--- src/rtl/pcileech_ft601_responder.sv ---
// pcileech_ft601_responder
// Device-side model of the FT601 USB3 FIFO bridge in 245 synchronous 32-bit mode.
// Answers the FPGA-side pad signalling and exposes host-side streaming ports.
// Downstream FIFO (host->FPGA) and upstream FIFO (FPGA->host), each with burst/gap
// pacing of its ready flag.
// Build option: define PCILEECH_FT601_RESP_ERRCHK_EN to implement the sticky
// protocol error flags; otherwise the three error outputs are tied low.
module pcileech_ft601_responder #(
  parameter int unsigned DEPTH      = 16,
  parameter int unsigned RX_BURST   = 8,
  parameter int unsigned TX_BURST   = 8,
  parameter int unsigned GAP_CYCLES = 3
) (
  input  logic        clk,
  input  logic        rst_n,
  input  logic        ft601_oe_n,
  input  logic        ft601_rd_n,
  input  logic        ft601_wr_n,
  input  logic        ft601_siwu_n,
  input  logic [31:0] ft601_data_i,
  input  logic [3:0]  ft601_be_i,
  output logic [31:0] ft601_data_o,
  output logic [3:0]  ft601_be_o,
  output logic        ft601_data_oe,
  output logic        ft601_rxf_n,
  output logic        ft601_txe_n,
  input  logic [31:0] dn_data,
  input  logic        dn_valid,
  output logic        dn_ready,
  output logic [31:0] up_data,
  output logic [3:0]  up_be,
  output logic        up_valid,
  input  logic        up_ready,
  output logic        err_rd_underflow,
  output logic        err_wr_overflow,
  output logic        err_rd_no_oe
);

  localparam int unsigned AW  = $clog2(DEPTH);
  localparam int unsigned CW  = AW + 1;
  localparam int unsigned RBW = $clog2(RX_BURST + 1);
  localparam int unsigned TBW = $clog2(TX_BURST + 1);
  localparam int unsigned GW  = $clog2(GAP_CYCLES + 1);

  localparam logic [CW-1:0]  FULL_CNT = CW'(DEPTH);
  localparam logic [RBW-1:0] RX_LIM   = RBW'(RX_BURST);
  localparam logic [TBW-1:0] TX_LIM   = TBW'(TX_BURST);
  localparam logic [GW-1:0]  GAP_INIT = GW'(GAP_CYCLES - 1);

  typedef enum logic [1:0] {ST_IDLE, ST_BURST, ST_GAP} burst_state_t;

  // SIWU has no function in this model.
  logic w_unused;
  assign w_unused = ft601_siwu_n;

  // Registered flags
  logic r_rxf_n, r_txe_n, r_dn_ready, r_up_valid;

  // Downstream FIFO storage
  logic [31:0]   r_dn_mem [DEPTH];
  logic [AW-1:0] r_dn_wptr, r_dn_rptr;
  logic [CW-1:0] r_dn_count, w_dn_count_next;
  logic          w_dn_push, w_dn_pop;

  // Upstream FIFO storage: {be, data}
  logic [35:0]   r_up_mem [DEPTH];
  logic [AW-1:0] r_up_wptr, r_up_rptr;
  logic [CW-1:0] r_up_count, w_up_count_next;
  logic          w_up_push, w_up_pop;

  // Pacing FSMs
  burst_state_t   r_rx_state, w_rx_state_next;
  burst_state_t   r_tx_state, w_tx_state_next;
  logic [RBW-1:0] r_rx_cnt, w_rx_cnt_next, w_rx_cnt_inc;
  logic [TBW-1:0] r_tx_cnt, w_tx_cnt_next, w_tx_cnt_inc;
  logic [GW-1:0]  r_rx_gap, w_rx_gap_next;
  logic [GW-1:0]  r_tx_gap, w_tx_gap_next;

  assign w_dn_push = dn_valid & r_dn_ready;
  assign w_dn_pop  = ~ft601_oe_n & ~ft601_rd_n & ~r_rxf_n;
  assign w_up_push = ~ft601_wr_n & ~r_txe_n;
  assign w_up_pop  = r_up_valid & up_ready;

  assign w_rx_cnt_inc = r_rx_cnt + 1'b1;
  assign w_tx_cnt_inc = r_tx_cnt + 1'b1;

  // Output views; an empty FIFO presents zero rather than stale storage.
  assign ft601_data_o  = (r_dn_count != '0) ? r_dn_mem[r_dn_rptr] : '0;
  assign ft601_be_o    = '1;
  assign ft601_data_oe = ~ft601_oe_n;
  assign ft601_rxf_n   = r_rxf_n;
  assign ft601_txe_n   = r_txe_n;
  assign dn_ready      = r_dn_ready;
  assign up_valid      = r_up_valid;
  assign up_data       = r_up_valid ? r_up_mem[r_up_rptr][31:0]  : '0;
  assign up_be         = r_up_valid ? r_up_mem[r_up_rptr][35:32] : '0;

  // Next occupancy of both FIFOs
  always_comb begin
    w_dn_count_next = r_dn_count;
    w_up_count_next = r_up_count;
    if (w_dn_push & ~w_dn_pop)      w_dn_count_next = r_dn_count + 1'b1;
    else if (~w_dn_push & w_dn_pop) w_dn_count_next = r_dn_count - 1'b1;
    if (w_up_push & ~w_up_pop)      w_up_count_next = r_up_count + 1'b1;
    else if (~w_up_push & w_up_pop) w_up_count_next = r_up_count - 1'b1;
  end

  // FIFO storage writes (no reset needed; reads are gated by occupancy)
  always_ff @(posedge clk) begin
    if (w_dn_push) r_dn_mem[r_dn_wptr] <= dn_data;
    if (w_up_push) r_up_mem[r_up_wptr] <= {ft601_be_i, ft601_data_i};
  end

  // FIFO pointers and counts
  always_ff @(posedge clk or negedge rst_n) begin
    if (!rst_n) begin
      r_dn_wptr  <= '0;
      r_dn_rptr  <= '0;
      r_dn_count <= '0;
      r_up_wptr  <= '0;
      r_up_rptr  <= '0;
      r_up_count <= '0;
    end else begin
      if (w_dn_push) r_dn_wptr <= r_dn_wptr + 1'b1;
      if (w_dn_pop)  r_dn_rptr <= r_dn_rptr + 1'b1;
      if (w_up_push) r_up_wptr <= r_up_wptr + 1'b1;
      if (w_up_pop)  r_up_rptr <= r_up_rptr + 1'b1;
      r_dn_count <= w_dn_count_next;
      r_up_count <= w_up_count_next;
    end
  end

  // Read-side pacing: a burst ends on strobe release or on reaching the limit
  always_comb begin
    w_rx_state_next = r_rx_state;
    w_rx_cnt_next   = r_rx_cnt;
    w_rx_gap_next   = r_rx_gap;
    case (r_rx_state)
      ST_IDLE, ST_BURST: begin
        if ((r_rx_state == ST_BURST) && ft601_rd_n) begin
          w_rx_state_next = ST_IDLE;
          w_rx_cnt_next   = '0;
        end else if (w_dn_pop) begin
          if (w_rx_cnt_inc == RX_LIM) begin
            w_rx_state_next = ST_GAP;
            w_rx_cnt_next   = '0;
            w_rx_gap_next   = GAP_INIT;
          end else begin
            w_rx_state_next = ST_BURST;
            w_rx_cnt_next   = w_rx_cnt_inc;
          end
        end
      end
      ST_GAP: begin
        if (r_rx_gap == '0) w_rx_state_next = ST_IDLE;
        else                w_rx_gap_next   = r_rx_gap - 1'b1;
      end
      default: begin
        w_rx_state_next = ST_IDLE;
        w_rx_cnt_next   = '0;
        w_rx_gap_next   = '0;
      end
    endcase
  end

  // Write-side pacing, same rules keyed on the write strobe
  always_comb begin
    w_tx_state_next = r_tx_state;
    w_tx_cnt_next   = r_tx_cnt;
    w_tx_gap_next   = r_tx_gap;
    case (r_tx_state)
      ST_IDLE, ST_BURST: begin
        if ((r_tx_state == ST_BURST) && ft601_wr_n) begin
          w_tx_state_next = ST_IDLE;
          w_tx_cnt_next   = '0;
        end else if (w_up_push) begin
          if (w_tx_cnt_inc == TX_LIM) begin
            w_tx_state_next = ST_GAP;
            w_tx_cnt_next   = '0;
            w_tx_gap_next   = GAP_INIT;
          end else begin
            w_tx_state_next = ST_BURST;
            w_tx_cnt_next   = w_tx_cnt_inc;
          end
        end
      end
      ST_GAP: begin
        if (r_tx_gap == '0) w_tx_state_next = ST_IDLE;
        else                w_tx_gap_next   = r_tx_gap - 1'b1;
      end
      default: begin
        w_tx_state_next = ST_IDLE;
        w_tx_cnt_next   = '0;
        w_tx_gap_next   = '0;
      end
    endcase
  end

  // FSM state registers and flags derived from next-state values
  always_ff @(posedge clk or negedge rst_n) begin
    if (!rst_n) begin
      r_rx_state <= ST_IDLE;
      r_tx_state <= ST_IDLE;
      r_rx_cnt   <= '0;
      r_tx_cnt   <= '0;
      r_rx_gap   <= '0;
      r_tx_gap   <= '0;
      r_rxf_n    <= 1'b1;
      r_txe_n    <= 1'b1;
      r_dn_ready <= 1'b0;
      r_up_valid <= 1'b0;
    end else begin
      r_rx_state <= w_rx_state_next;
      r_tx_state <= w_tx_state_next;
      r_rx_cnt   <= w_rx_cnt_next;
      r_tx_cnt   <= w_tx_cnt_next;
      r_rx_gap   <= w_rx_gap_next;
      r_tx_gap   <= w_tx_gap_next;
      r_rxf_n    <= (w_dn_count_next == '0) | (w_rx_state_next == ST_GAP);
      r_txe_n    <= (w_up_count_next == FULL_CNT) | (w_tx_state_next == ST_GAP);
      r_dn_ready <= (w_dn_count_next != FULL_CNT);
      r_up_valid <= (w_up_count_next != '0);
    end
  end

`ifdef PCILEECH_FT601_RESP_ERRCHK_EN
  logic r_err_rd_underflow, r_err_wr_overflow, r_err_rd_no_oe;

  // Sticky protocol error capture, judged against the registered flags
  always_ff @(posedge clk or negedge rst_n) begin
    if (!rst_n) begin
      r_err_rd_underflow <= 1'b0;
      r_err_wr_overflow  <= 1'b0;
      r_err_rd_no_oe     <= 1'b0;
    end else begin
      if (~ft601_rd_n & ~ft601_oe_n & r_rxf_n) r_err_rd_underflow <= 1'b1;
      if (~ft601_wr_n & r_txe_n)               r_err_wr_overflow  <= 1'b1;
      if (~ft601_rd_n & ft601_oe_n)            r_err_rd_no_oe     <= 1'b1;
    end
  end

  assign err_rd_underflow = r_err_rd_underflow;
  assign err_wr_overflow  = r_err_wr_overflow;
  assign err_rd_no_oe     = r_err_rd_no_oe;
`else
  assign err_rd_underflow = 1'b0;
  assign err_wr_overflow  = 1'b0;
  assign err_rd_no_oe     = 1'b0;
`endif

endmodule

--- config.mk ---
export PLATFORM = sky130hd
export DESIGN_NAME = pcileech_ft601_responder
export DESIGN_NICKNAME = d
export VERILOG_FILES = /design/src/rtl/pcileech_ft601_responder.sv
export SDC_FILE = /design/constraint.sdc
export NUM_CORES = 1
export LEC_CHECK = 0
export CAP_MARGIN = 20
export CORE_ASPECT_RATIO = 1.2
export CORE_MARGIN = 2
export CORE_UTILIZATION = 55
export DETAILED_ROUTE_END_ITERATION = 6
export GPL_ROUTABILITY_DRIVEN = 0
export PLACE_DENSITY_LB_ADDON = 0.25
export SLEW_MARGIN = 30
export SYNTH_ARGS = -nofsm -noshare
export SYNTH_HDL_FRONTEND = slang
export SYNTH_SLANG_ARGS = --single-unit
--- constraint.sdc ---
create_clock -name clk -period 9.81 [get_ports clk]
set_input_delay 0.981 -clock clk [delete_from_list [all_inputs] [get_ports clk]]
set_output_delay 0.981 -clock clk [all_outputs]
set_load 0.005 [all_outputs]
==> out/metrics.csv, run 1 <==
metric,value,unit
CTS tree,yes,
Synth Area in Adders,0.513,%
drt first pass iters,6,
setup violators final,0,
Die W,262,µm
"commonest non-fill, non-tap cell in the layout",edfxtp_1,
CTS Buf Count,104,
Slew HR,35.9,%
1st-iter DRT viols,1942,
Peak VDD IR,0.218,mV
Placed Area,46800,µm²
placed cell count,3010,
main combinational cell family by area after synthesis,multiplexers,
Nets,2176,
htree depth,3,
met1 Use GR,28.4,%
max-cap check violation count,0,
"Top FF cell, synth",edfxtp_1,
Min Hold Slack,0.331,ns
minimum clock period,5.66,ns
CP max stage delay,0.91,ns
area of the die,82200,µm²
Core Region,79200,µm²
initial antenna violation count,4,
Initial Utilization,55.5,%
Mapped Avg Cell Area,23.4,µm²
Post-synth EDFFs,1088,
PostCTS Resize Cnt,0,
synth-to-layout area growth,14.3,%
IO Count,156,
first-pass GRT wire length,132000,µm
total gr overflow,0,
"Hold-fix buffers, CTS",0,
XOR/XNOR Fraction of Synth Area,0.439,%
Worst-Skew Late Latency,0.65,ns
largest net degree at the start of global routing,109,
Clock transition at path regs,0.06,ns
share of layout cells above drive strength 1,27.0,%
via/cell ratio,6.14,
Worst-Margin Slew,0.962,ns
Cell variety after synth,59,
Layout Cells excl Fill,3201,
compound-cell area share of the yosys netlist,1.00,%
Synth Warn #,0,
startpoint types,register,
CP endpoint kind,primary output,
Tot GR Track Use,22.2,%
Simple-Gate Fraction of Synth Area,2.22,%
Setup Skew,0.0249,ns
Clock Path Buffers,3,
Final TNS setup,0,ns
Site Rows,113,
Place WS,4.80,ns
wire length per cell,27.9,µm
"Cell Area, Synth",43900,µm²
CP Max Fanout,56,
RSZ-0062 raised after global routing,no,
number of global-route vias before repair,20900,
Max Clock Freq,0.177,GHz
Pins Over Slew Limit,0,
DRC errors left,0,
slowest cell on the critical path,dfrtp_4,
Clock Sinks,1134,
final instance area,50200,µm²
Final Hold Viols,0,
CP Cell Sequence,"buf_4, buf_4, mux4_2, mux4_2, and2_1, clkdlybuf4s50_1",
multiplexer share of the synthesized area,17.5,%
setup bufs post-CTS,0,
Final ANT Viol Nets,0,
DPL Wire Length,46000,µm
met2 GRT Util,39.8,%
"Seq/Total Area, Yosys",77.0,%
status,"complete, no violations",
Multi-input gate area,9700,µm²
asr flop ratio synth,4.06,%
die height,314,µm
synthesized flop and latch total,1134,
register area,33800,µm²
Synth Instances,1876,
via count,19600,
met3 Use GR,3.19,%
global route hottest layer,met2,
P_leak,15.9,nW
fin crit share,57.7,%
Clock Tree Root,clkbuf_16,
most frequent cells in the layout,"edfxtp_1 (1,088), mux4_2 (340), clkdlybuf4s50_1 (146)",
Tightest Hold Check Type,input port to async pin,
"Req. time, crit path",8.83,ns
routed wire length,89300,µm
Crit Path Category,register to primary output,
Fillers,5095,
buffers added on ports,147,
Final WS setup,4.15,ns
PwrDens,289,nW/µm²
arrival time worst endpoint,4.68,ns
[stage by stage]
step / util (%) / power, mW
final: 63.4 / 14.5
after global routing: 63.4 / 15.1
after CTS: 63.4 / 14.7
after detailed placement: 59.1 / 10.7
after global placement: 59.0 / 10.6
after floorplan: - / 9.00
[flip-flops by register name, indices dropped and copies added, names as in the netlist]
register     count
dn_ready         1
ft601_rxf_n      1
ft601_txe_n      1
r_dn_count       5
r_dn_mem       512
r_dn_rptr        4
r_dn_wptr        4
r_rx_cnt         4
r_rx_gap         2
r_rx_state       2
r_tx_cnt         4
r_tx_gap         2
r_tx_state       2
r_up_count       5
r_up_mem       576
r_up_rptr        4
r_up_wptr        4
up_valid         1
[Yosys cell counts, types with 16 or more instances]
library cell | count | area share [%]
clkbuf_1 | 45 | 0.38
nor2b_1 | 32 | 0.46
ha_1 | 18 | 0.51
and2_1 | 53 | 0.75
buf_4 | 20 | 0.34
mux4_2 | 340 | 17
xnor2_1 | 17 | 0.34
inv_1 | 20 | 0.17
nor2_1 | 26 | 0.22
nand2_1 | 26 | 0.22
edfxtp_1 | 1088 | 74
dfrtp_1 | 44 | 2.5
buf_2 | 16 | 0.18
[worst max-delay path: cells and delay by family, from the launching register on]
family,cells,cell delay [ns]
buffers and inverters,3,1.87
flip-flops,1,0.91
AND/OR/NAND/NOR,1,0.18
multiplexers,2,0.93
[final cells by class]
| cell class | count | area share, % |
|---|---|---|
| antenna | 3 | 0.0150 |
| multi-input combinational | 628 | 19.3 |
| inverter | 20 | 0.150 |
| timing repair buffer | 194 | 3.78 |
| clock inverter | 57 | 1.15 |
| tap | 1035 | 2.58 |
| sequential | 1134 | 67.4 |
| clock buffer | 130 | 5.58 |
[routing by layer]
| metal | vias up | wire [µm] | share of wire (%) |
|---|---|---|---|
| met5 | - | 26 | 0.029 |
| met3 | 148 | 4740 | 5.3 |
| met1 | 10600 | 34000 | 38 |
| li1 | 8334 | - | - |
| met4 | 4 | 2150 | 2.4 |
| met2 | 609 | 48400 | 54 |
[report_power, final]
| group | total [mW] | switching [mW] | internal, mW |
|---|---|---|---|
| Combinational | 4.31 | 1.91 | 2.40 |
| Sequential | 6.21 | 0.349 | 5.86 |
| Clock | 3.98 | 1.68 | 2.31 |
| Total | 14.5 | 3.94 | 10.6 |
[worst paths after layout]
check | depth (start not counted) | start | slack [ns] | end
max reg2reg | 4 | dn_ready$_DFF_PN0_ | 7.12 | r_dn_mem[0][30]$_DFFE_PP_
max in group asynchronous | 1 | rst_n | 9.00 | r_dn_rptr[1]$_DFFE_PN0P_
max | 6 | r_up_rptr[2]$_DFFE_PN0P_ | 4.15 | up_data[27]
min reg2reg | 1 | r_rx_gap[0]$_DFFE_PN0P_ | 0.50 | r_rx_gap[0]$_DFFE_PN0P_
min | 1 | rst_n | 0.33 | r_up_rptr[2]$_DFFE_PN0P_
min in group clk | 1 | r_rx_gap[0]$_DFFE_PN0P_ | 0.50 | r_rx_gap[0]$_DFFE_PN0P_
[cells by family after synthesis]
group	count (synthesis)
compound gates	59
xor+xnor	22
fa+ha+maj	18
buf+inv	119
flops	1134
mux	345
other cells	2
simple gates	177
No activity file was read; power rests on OpenSTA's default activity.
==> inputs of run 2 (changes only) <==
==> constraint.sdc (replaced) <==
create_clock -name clk -period 4.85 [get_ports clk]
set_input_delay 0.485 -clock clk [delete_from_list [all_inputs] [get_ports clk]]
set_output_delay 0.485 -clock clk [all_outputs]
set_load 0.005 [all_outputs]
==> run 2 against run 1 <==
Utilization is 0.20 points higher. Clock-buffer cell count is 15 higher. Largest cell class unchanged. Clock power is 100% higher. Critical path type unchanged. Critical path depth is 1 lower. Highest routed layer unchanged. Wire length is 2.3% higher. Via count is 1.3% higher. Sequential power is 100% higher. Sequential share of layout area is 0.20 points lower. Combinational power is 100% higher. Die area stayed put.
==> out/metrics.csv, run 2 (synthesis results as in run 1) <==
metric,value,unit
met2 GRT Util,40.5,%
IO Count,156,
max reg flops,576,
PostCTS Resize Cnt,0,
PwrDens,585,nW/µm²
Tot GR Track Use,22.8,%
Peak VDD IR,0.420,mV
Max Clock Freq,0.246,GHz
area of the die,82200,µm²
first-pass GRT wire length,136000,µm
Reg with most FFs,r_up_mem,
minimum clock period,4.06,ns
Fillers,5209,
Clock Sinks,1134,
synth-to-layout area growth,14.6,%
Clock transition at path regs,0.06,ns
1st-iter DRT viols,2057,
Setup Skew,0.0115,ns
total gr overflow,0,
Sw Ratio,27.4,%
fin crit share,83.7,%
Final Hold Viols,0,
number of global-route vias before repair,21100,
CTS Buf Count,107,
biggest registers after layout,"r_up_mem (576), r_dn_mem (512)",
DRC errors left,0,
routed wire length,91400,µm
global route hottest layer,met2,
via/cell ratio,6.18,
"Req. time, crit path",4.37,ns
logic gate share of total power,29.8,%
worst reg2reg path depth,4,
arrival time worst endpoint,3.57,ns
Crit Path Category,register to primary output,
drt first pass iters,5,
Final TNS setup,0,ns
DPL Wire Length,49200,µm
Final ANT Viol Nets,0,
wire length per cell,28.4,µm
max-cap check violation count,0,
htree depth,3,
initial antenna violation count,2,
Worst-Margin Slew,0.997,ns
share of layout cells above drive strength 1,27.2,%
Pins Over Slew Limit,0,
Nets,2194,
via count,19900,
CP endpoint kind,primary output,
Clock Tree Root,clkbuf_16,
startpoint types,register,
Core Region,79200,µm²
Power Total,29.5,mW
Site Rows,113,
setup bufs post-CTS,0,
sw power,8.07,mW
Int Power,21.4,mW
most frequent cells in the layout,"edfxtp_1 (1,088), mux4_2 (340), clkdlybuf4s50_1 (146)",
Clock Path Buffers,3,
status,"complete, no violations",
CP Max Fanout,41,
P_leak,16.0,nW
diode count,0,
die height,314,µm
Die W,262,µm
met3 Use GR,3.49,%
buffers added on ports,147,
Worst-Skew Late Latency,0.66,ns
RSZ-0062 raised after global routing,no,
"commonest non-fill, non-tap cell in the layout",edfxtp_1,
met1 Use GR,29.4,%
Initial Utilization,55.5,%
part of the power in registers,43.0,%
Tightest Hold Check Type,input port to async pin,
Clock power frac,27.2,%
Slew HR,33.5,%
setup violators final,0,
largest net degree at the start of global routing,74,
CTS tree,yes,
-- run 2: layout make-up --
cell class | instances | area, µm² | share of cell area (%)
Tap cell | 1035 | 1290 | 2.57
Multi-Input combinational cell | 628 | 9700 | 19.3
Inverter | 20 | 75.1 | 0.149
Clock inverter | 49 | 440 | 0.875
Clock buffer | 145 | 2920 | 5.81
Timing Repair Buffer | 209 | 2070 | 4.12
Sequential cell | 1134 | 33800 | 67.2
-- run 2: path summary, 6_finish.rpt --
path,from,end,slack (ns)
worst max register to register,dn_ready$_DFF_PN0_,r_dn_mem[12][2]$_DFFE_PP_,2.18
max in group asynchronous,rst_n,r_dn_rptr[0]$_DFFE_PN0P_,3.96
worst min register to register,r_tx_gap[1]$_DFFE_PN0P_,r_tx_gap[1]$_DFFE_PN0P_,0.50
min in group clk,r_tx_gap[1]$_DFFE_PN0P_,r_tx_gap[1]$_DFFE_PN0P_,0.50
worst min-delay path,rst_n,r_up_count[1]$_DFF_PN0_,0.41
worst max-delay path,r_dn_rptr[0]$_DFFE_PN0P_,ft601_data_o[18],0.79
-- run 2: per-stage QoR --
step	hold WS (ns)	instances	instance area (µm²)	setup WS [ns]	util [%]
final	0.408	3220	50400	0.790	63.6
after global routing	0.472	3220	50400	0.601	63.6
after CTS	0.374	3220	50400	0.690	63.6
after detailed placement	0.489	3025	47000	1.43	59.3
after global placement	0.481	3025	47000	1.42	59.3
after floorplan	0.189	1881	44000	1.15	-
-- run 2: per-layer routing --
metal | wire length [µm] | part of all wire, % | up-vias
met4 | 2140 | 2.3 | 4
met1 | 34400 | 38 | 10700
li1 | - | - | 8375
met3 | 5070 | 5.5 | 156
met2 | 49800 | 54 | 633
met5 | 26 | 0.028 | -
-- run 2: critical path, cell delays in order (launching register included) --
cell	delay, ns
dfrtp_4	0.78
buf_12	0.39
mux4_2	0.55
mux4_2	0.48
nor2b_1	0.18
clkdlybuf4s50_1	0.50
-- run 2: power groups by stage --
stage	Clock (mW)	Sequential (mW)	Combinational [mW]
finish	8.02	12.7	8.78
detailed placement	0	12.9	8.92
floorplan	0	12.3	5.91
global placement	0	12.8	8.83
global route	8.54	12.8	9.42
CTS	8.16	12.7	8.97
-- run 2: what timing repair did --
action | in CTS | in global routing
hold endpoints to repair | 44 | 0
hold buffers | 1 | 0
endpoints found under the setup margin | 0 | 0
==> inputs of run 3 (changes only) <==
==> constraint.sdc (replaced) <==
create_clock -name clk -period 4 [get_ports clk]
set_input_delay 0.4 -clock clk [delete_from_list [all_inputs] [get_ports clk]]
set_output_delay 0.4 -clock clk [all_outputs]
set_load 0.005 [all_outputs]
==> run 3 against run 2 <==
Non-clock buffer count is 14 higher. Register-to-register slack worse by 0.67 ns. Largest cell class unchanged. Critical endpoint is now ft601_data_o[20]. Highest routed layer unchanged. Clock power grew 21%. Clock-buffer cell count decreased by 22. Sequential share of layout area fell by 0.47 points. Via count increased by 0.51%. Flip-flop and latch count stayed put. Power is 22% higher. Worst setup slack got worse by 0.58 ns. Clock skew grew 0.021 ns. Design area rose by 0.69%.
==> out/metrics.csv, run 3 (synthesis results as in run 1) <==
metric,value,unit
"Req. time, crit path",3.60,ns
die height,314,µm
Worst-Skew Late Latency,0.67,ns
CP Cell Sequence,"buf_12, mux4_2, mux4_2, nor2b_1, clkdlybuf4s50_1",
via/cell ratio,6.19,
Layout Cells excl Fill,3228,
buffers added on ports,147,
diode count,0,
CTS Buf Count,104,
"CP delay by family, top",multiplexers,
area of the die,82200,µm²
IO Count,156,
DRC errors left,0,
Initial Utilization,55.5,%
max reg flops,576,
Core Region,79200,µm²
via count,20000,
Setup Skew,0.0328,ns
share of layout cells above drive strength 1,27.8,%
fin crit share,94.7,%
Pins Over Slew Limit,0,
Final Hold Viols,0,
CP Buf/Inv Count,2,
Crit Path Category,register to primary output,
Clock Path Buffers,3,
DPL Wire Length,50600,µm
number of global-route vias before repair,21000,
startpoint types,register,
Clock Sinks,1134,
wire length per cell,28.6,µm
Tot GR Track Use,23.1,%
most frequent cells in the layout,"edfxtp_1 (1,088), mux4_2 (340), clkdlybuf4s50_1 (146)",
first-pass GRT wire length,137000,µm
max-cap check violation count,0,
synth-to-layout area growth,15.4,%
Reg with most FFs,r_up_mem,
"commonest non-fill, non-tap cell in the layout",edfxtp_1,
Clock Tree Root,clkbuf_16,
Final ANT Viol Nets,0,
1st-iter DRT viols,1997,
total gr overflow,0,
R2R Path End,r_dn_mem[1][8]$_DFFE_PP_,
biggest registers after layout,"r_up_mem (576), r_dn_mem (512)",
Slew HR,46.7,%
minimum clock period,3.79,ns
drt first pass iters,5,
"most used cell, CP",mux4_2,
Worst-Margin Slew,0.799,ns
slowest cell on the critical path,dfrtp_4,
Fillers,5122,
reg2reg start,dn_ready$_DFF_PN0_,
CTS tree,yes,
CP endpoint kind,primary output,
Final TNS setup,0,ns
largest net degree at the start of global routing,73,
Clock transition at path regs,0.06,ns
Site Rows,113,
setup violators final,0,
worst reg2reg path depth,4,
routed wire length,92200,µm
Die W,262,µm
P_leak,16.1,nW
status,"complete, no violations",
Nets,2205,
htree depth,3,
Finished Core Util,64.0,%
placed cell count,3037,
Max Clock Freq,0.264,GHz
initial antenna violation count,5,
Peak VDD IR,0.573,mV
RSZ-0062 raised after global routing,no,
Tightest Hold Check Type,input port to async pin,
"reg-to-reg slack, setup",1.51,ns
PostCTS Resize Cnt,0,
arrival time worst endpoint,3.39,ns
PwrDens,709,nW/µm²
CP max stage delay,0.68,ns
CP Max Fanout,35,
-- run 3: cell count changes in the layout (fill, tap and decap cells not counted), sizes merged --
cell / before / now
bufinv: 7 / 11
clkbuf: 145 / 123
inv: 23 / 24
buf: 62 / 76
clkinvlp: 3 / 2
clkinv: 36 / 48
-- run 3: power breakdown --
group | total (mW) | internal, mW | leakage (nW) | switching [mW]
clock | 9.70 | 5.55 | 1.64 | 4.15
combinational | 11.1 | 6.18 | 4.08 | 4.90
sequential | 15.2 | 14.4 | 10.4 | 0.814
total | 36.0 | 26.1 | 16.1 | 9.87
-- run 3: layout make-up --
type / count / area [µm²] / area share, %
sequential: 1134 / 33800 / 66.7
multi-input combinational: 628 / 9700 / 19.1
clock buffer: 123 / 2720 / 5.36
timing repair buffer: 223 / 2440 / 4.81
tap: 1035 / 1290 / 2.55
clock inverter: 65 / 636 / 1.25
inverter: 20 / 75.1 / 0.148
-- run 3: how the worst max path moves through the flow --
stage / startpoint / to / slack, ns / cells after the start
3_5_place_dp: r_dn_rptr[0]$_DFFE_PN0P_ / ft601_data_o[19] / 0.65 / 5
5_1_grt: r_dn_rptr[0]$_DFFE_PN0P_ / ft601_data_o[18] / 0.06 / 5
6_report: r_dn_rptr[0]$_DFFE_PN0P_ / ft601_data_o[20] / 0.21 / 5
4_1_cts: r_up_rptr[0]$_DFFE_PN0P_ / up_data[27] / 0.02 / 5
2_1_floorplan: dn_ready$_DFF_PN0_ / r_dn_mem[3][0]$_DFFE_PP_ / 0.34 / 4
3_3_place_gp: r_dn_rptr[0]$_DFFE_PN0P_ / ft601_data_o[23] / 0.65 / 5
-- run 3: worst reg2reg max path, stage by stage (launching register included) --
cell and delay (ns):
dfrtp_1 0.50, and2_1 0.41, nand2_1 0.32, nor3_2 0.60
buf_12 0.34
-- run 3: repair_timing --
action / 4_1_cts / 5_1_grt
endpoints found under the setup margin: 14 / 8
hold endpoints to repair: 44 / 0
setup buffers: 1 / 1
hold buffers: 1 / 0
-- run 3: through the flow --
stage          setup slack [ns]  area, µm²  hold WS (ns)  total power, mW
6_report                  0.213      50700         0.298             36.0
3_5_place_dp              0.652      47300         0.455             26.6
4_1_cts                  0.0230      50700         0.284             36.4
2_1_floorplan             0.337      44000         0.104             22.1
5_1_grt                  0.0648      50700         0.342             37.5
3_3_place_gp              0.646      47300         0.481             26.4
-- run 3: routing by layer --
metal  global-route usage [%]  share of wire [%]
met3                     3.87                5.8
met5                        0              0.072
met2                     40.8                 54
met4                     5.59                2.1
met1                     30.0                 38
